$ cat config.mk
export PLATFORM = sky130hd
export DESIGN_NAME = common_lifo_stream
export DESIGN_NICKNAME = d
export VERILOG_FILES = /design/src/rtl/common_lifo_stream.sv
export SDC_FILE = /design/constraint.sdc
export NUM_CORES = 1
export LEC_CHECK = 0
export BUFFER_PORTS_ARGS = -buffer_cell sky130_fd_sc_hd__buf_2
export CORE_UTILIZATION = 61
export DETAILED_ROUTE_END_ITERATION = 12
export PLACE_DENSITY_LB_ADDON = 0.15
export RECOVER_POWER = 100
export SLEW_MARGIN = 10
export SYNTH_ARGS = -nofsm -noshare
export SYNTH_HDL_FRONTEND = slang
export SYNTH_SLANG_ARGS = --single-unit
$ cat constraint.sdc
create_clock -name clock -period 5.7 [get_ports clock]
set_clock_uncertainty 0.2 [all_clocks]
set_input_delay 0.57 -clock clock [delete_from_list [all_inputs] [get_ports clock]]
set_output_delay 0.57 -clock clock [all_outputs]
set_load 0.01 [all_outputs]
$ cat src/rtl/common_lifo_stream.sv
// -----------------------------------------------------------------------------
// common_lifo_stream
//
// Stream-interfaced LIFO buffer. Words enter on a valid/ready push port and
// leave last-in-first-out on a valid/ready pop port. The top-of-stack is held
// in a dedicated register that drives o_data. The entries below it live in an
// array whose oldest entry is at index 0. A push and a pop in the same cycle
// replace the top word and leave the rest of the stack untouched.
//
// Parameters
//   DEPTH : total capacity in words (2..4096)
//   DSIZE : data width in bits
//   CW    : count width, derived from DEPTH (do not override)
//
// Ports
//   clock   : single clock, rising edge
//   rst     : asynchronous active-high reset
//   flush   : synchronous clear of the stack contents (count only)
//   i_data  : push data
//   i_valid : push request
//   i_ready : push accept (combinational from o_ready when full)
//   o_data  : current top-of-stack
//   o_valid : top-of-stack holds a word
//   o_ready : pop accept from consumer
//   count   : number of stored words, 0..DEPTH
//   empty   : count == 0
//   full    : count == DEPTH
// -----------------------------------------------------------------------------
module common_lifo_stream #(
    parameter int DEPTH = 16,
    parameter int DSIZE = 32,
    parameter int CW    = $clog2(DEPTH + 1)
) (
    input  logic             clock,
    input  logic             rst,
    input  logic             flush,
    input  logic [DSIZE-1:0] i_data,
    input  logic             i_valid,
    output logic             i_ready,
    output logic [DSIZE-1:0] o_data,
    output logic             o_valid,
    input  logic             o_ready,
    output logic [CW-1:0]    count,
    output logic             empty,
    output logic             full
);

    // Index width of the below-top array (DEPTH-1 entries, at least 1).
    localparam int AW = (DEPTH > 2) ? $clog2(DEPTH - 1) : 1;

    logic [DSIZE-1:0] r_top;
    logic [CW-1:0]    r_count;
    logic [DSIZE-1:0] r_mem [0:DEPTH-2];

    logic             w_push;
    logic             w_pop;
    logic [AW-1:0]    w_wr_idx;
    logic [AW-1:0]    w_rd_idx;
    logic [DSIZE-1:0] w_rd_data;
    logic             w_mem_we;

    // -------------------------------------------------------------------------
    // Status decode, all from registered count.
    // -------------------------------------------------------------------------
    assign empty   = (r_count == '0);
    assign full    = (r_count == CW'(DEPTH));
    assign o_valid = !empty;
    // At full, a push is only possible when the top word leaves in the same
    // cycle, which frees exactly the slot the new word needs.
    assign i_ready = !full || o_ready;
    assign o_data  = r_top;
    assign count   = r_count;

    assign w_push  = i_valid && i_ready;
    assign w_pop   = o_valid && o_ready;

    // Push-only moves the current top into M[n-1]; pop-only pulls M[n-2] up.
    // Both indices wrap for small n, but are only used when n is large enough.
    assign w_wr_idx  = AW'(r_count - CW'(1));
    assign w_rd_idx  = AW'(r_count - CW'(2));
    assign w_rd_data = r_mem[w_rd_idx];
    assign w_mem_we  = !flush && w_push && !w_pop && !empty;

    // -------------------------------------------------------------------------
    // Top register and count.
    // -------------------------------------------------------------------------
    // NOTE: sequential state uses non-blocking assignments so every register
    // samples the pre-edge values, independent of statement order.
    always_ff @(posedge clock or posedge rst) begin
        if (rst) begin
            r_top   <= '0;
            r_count <= '0;
        end else if (flush) begin
            r_count <= '0;
        end else begin
            unique case ({w_push, w_pop})
                2'b10: begin
                    r_top   <= i_data;
                    r_count <= r_count + CW'(1);
                end
                2'b01: begin
                    // With one word left the top simply goes stale.
                    if (r_count > CW'(1)) begin
                        r_top <= w_rd_data;
                    end
                    r_count <= r_count - CW'(1);
                end
                2'b11: begin
                    // Consumer takes the old top; the new word replaces it.
                    r_top <= i_data;
                end
                default: begin
                end
            endcase
        end
    end

    // -------------------------------------------------------------------------
    // Below-top storage.
    // -------------------------------------------------------------------------
    // NOTE: the array has no reset; entries above count are never read, so
    // clearing them would only cost reset fan-out.
    always_ff @(posedge clock) begin
        if (w_mem_we) begin
            r_mem[w_wr_idx] <= r_top;
        end
    end

endmodule

==> flow_summary.ini <==
[run_status]
status = finished, violations left
violations = capacitance limit, slew limit

[global_routing]
grt_pass1_wl_um = 64700
grt_overflow = 0
antenna_found_initial = 0
grt_pass1_vias = 10040
grt.total_usage = 0.2682
grt_max_degree = 115

[pwr]
power.ir.vdd_worst_mv = 0.3306
finalPower_w = 0.01161
powerDensity_mw_per_mm2 = 513.9
p_leak_nw = 6.988

[floorplan]
die-height_um = 183.9
io_pins = 78
coreArea_sq_mm = 0.03254
die_area_sq_mm = 0.03381
die_x_um = 183.9
num_rows = 66
start_util = 0.6202

[route]
postRouteAntennaNets = 0
drc = 0
wl_um = 43330
dr_total_vias = 9957
drtIter0Drc = 886
vias_per_cell = 6.358
routedWlPerCell_um = 27.67
drt-pass1-iter-count = 5

[critical_path]
slowest_stage = dfrtp_1
cp-end-kind = flop
r2r_slack_ps = 1030
worstRegToRegCells = 7
crit_arrival_ps = 4640
cp_slowest_stage_delay_ps = 1130
crit_buf_inv = 2
worst-path-max-fanout = 32
crit_end = r_mem[1][20]
critPathRequiredTime_ps = 5670
reg2reg_to = r_mem[1][20]
critPathKind = reg2reg
critPathLaunch = count[0]
crit_chain = inv_1 -> ha_1 -> or4b_1 -> clkinv_4 -> nor4_1 -> nand2_1 -> nor2_4
cpLargestDelayFamily = simple AND/OR/NAND/NOR gates
cp_num_cells = 7
start_kind = flop
r2r-start = count[0]

[clock_network]
clkTransAtPathRegs_ps = 60
cts_made_buffers = 50
root_buffer = clkbuf_16
insertion_delay_ps = 560
cts.sinks = 517
clk_path_buf_depth = 3
tritoncts = built
htree_levels = 2

[min_path]
hp-start = flush
min_path_type = in2reg
holdPathStages = 2

[sta]
setup_tns_ps = 0
fin_crit_sh = 0.8197
finalHoldViolCount = 0
timing.fmax_mhz = 214.0
fin_crit_ps = 4672
tightest_slew_ps = 2760
slew_headroom = -0.8399
timing.final.ws_setup_ps = 1028
drv_slew = 75
rsz0062_at_grt = false
setup_viol = 0

[yosys]
synth_nets = 1061
syn_avg_cell_area_sq_um = 19.86
ys_warn_count = 0
ys_types = 38
syn_inst = 1016
syn_area_sq_mm = 0.02018
ys_ff_latch = 517
yosysSeqAreaShare = 0.7602

[layout]
area_growth_pct = 11.97
fill_cells = 2098
layout_commonest_cell = edfxtp_1
drive_above_1_share = 0.2180
final_area_sq_mm = 0.02259
mostFrequentLayoutCells = edfxtp_1, mux4_2, a211oi_1
nNetsFinal = 1131
antennaDiodeCount = 0

[placement]
gp_congestion = 0.7940
dpl_cell_area_sq_mm = 0.02094
dp_slack_ps = 1420
hpwlAfterDp_um = 24220
port_buffers = 77

[job]
cap_viol_max_count = 2
==> registers in the layout, summed over array words and instances, names as in the netlist <==
| name | cells |
|---|---|
| o_data | 32 |
| r_mem | 480 |
| count | 5 |
==> worst reg2reg max path, delay by kind of cell, from the launching register on <==
kind / cells / cell delay (ps)
buf+inv: 2 / 400
simple gates: 4 / 2190
flops: 1 / 1130
fa+ha+maj: 1 / 340
==> area by class of cell <==
cell class / instances / area [sq um] / area share
timing repair buffer: 85 / 409.1 / 0.01811
clock buffer: 68 / 1420 / 0.06286
clock inverter: 22 / 280.3 / 0.01241
sequential: 517 / 15340 / 0.6791
tap: 442 / 553.0 / 0.02448
inverter: 6 / 27.53 / 0.001218
multi-input combinational: 426 / 4559 / 0.2018
==> layer usage <==
metal | vias up | wire length [um] | GRT usage
met1 | 5174 | 17380 | 0.3642
met3 | 81 | 2246 | 0.03387
li1 | 4361 | - | -
met5 | - | 0 | 0
met2 | 341 | 22350 | 0.4521
met4 | 0 | 1345 | 0.09733
==> worst min-delay path by stage <==
stage                          end  slack (ps)
after floorplan           count[4]         420
after global placement    count[4]         460
after detailed placement  count[4]         460
after CTS                 count[0]         140
after global routing      count[0]         150
final                     count[2]         150
==> logic make-up (layout without fill, tap and decap cells) <==
group           after synthesis  after routing  share of synthesized area
buf+inv                      73            181                    0.02059
mux                         128            128                     0.1230
simple gates                109            109                    0.02251
flops                       517            517                     0.7602
fa+ha+maj                     8              8                   0.004961
xor+xnor                     10             10                   0.004340
compound gates              171            171                    0.06436
==> cells in the mapped netlist <==
cell,n,share of area
edfxtp_1,480,0.71
mux4_2,96,0.11
a211oi_1,65,0.024
nor2_1,53,0.0099
nand2_1,45,0.0084
dfrtp_1,37,0.046
clkbuf_1,33,0.0061
mux2i_1,32,0.016
o21a_1,32,0.012
o22ai_1,32,0.0099
o311ai_1,28,0.012
buf_2,16,0.0040
buf_6,9,0.0050
ha_1,8,0.0050
buf_4,7,0.0026
xnor2_1,6,0.0026
inv_1,5,0.00093
o311ai_0,4,0.0017
xor2_1,4,0.0017
a31oi_1,2,0.00062
buf_8,2,0.0015
nor4_1,2,0.00062
nor4b_1,2,0.00087
o21ai_0,2,0.00050
a21boi_0,1,0.00037
a311oi_1,1,0.00043
a41oi_1,1,0.00043
and3_1,1,0.00031
clkinv_4,1,0.00043
nand2b_1,1,0.00031
nor2b_1,1,0.00031
nor3_1,1,0.00025
nor3_2,1,0.00050
o2bb2ai_2,1,0.00074
o41a_1,1,0.00056
o41ai_2,1,0.00081
or3b_2,1,0.00043
or4b_4,1,0.00068
==> where the power goes <==
part           switching (W)  internal (W)
Sequential          0.000739       0.00487
Combinational        0.00160       0.00102
Clock                0.00136       0.00202
==> metrics by stage <==
step | std cells | util | hold WS, ps
2_1_floorplan | 1016 | - | 422.7
3_3_place_gp | 1475 | 0.6437 | 461.5
3_5_place_dp | 1475 | 0.6437 | 462.8
4_1_cts | 1566 | 0.6962 | 138.9
5_1_grt | 1566 | 0.6944 | 149.0
6_report | 1566 | 0.6944 | 154.0
==> what timing repair did <==
| item | 4_1_cts | 5_1_grt |
|---|---|---|
| resized for setup | 0 | 0 |
| hold buffers | 1 | 0 |
| endpoints found under the hold margin | 6 | 0 |
| buffers inserted | 0 | 0 |
No activity file was read; power rests on OpenSTA's default activity.
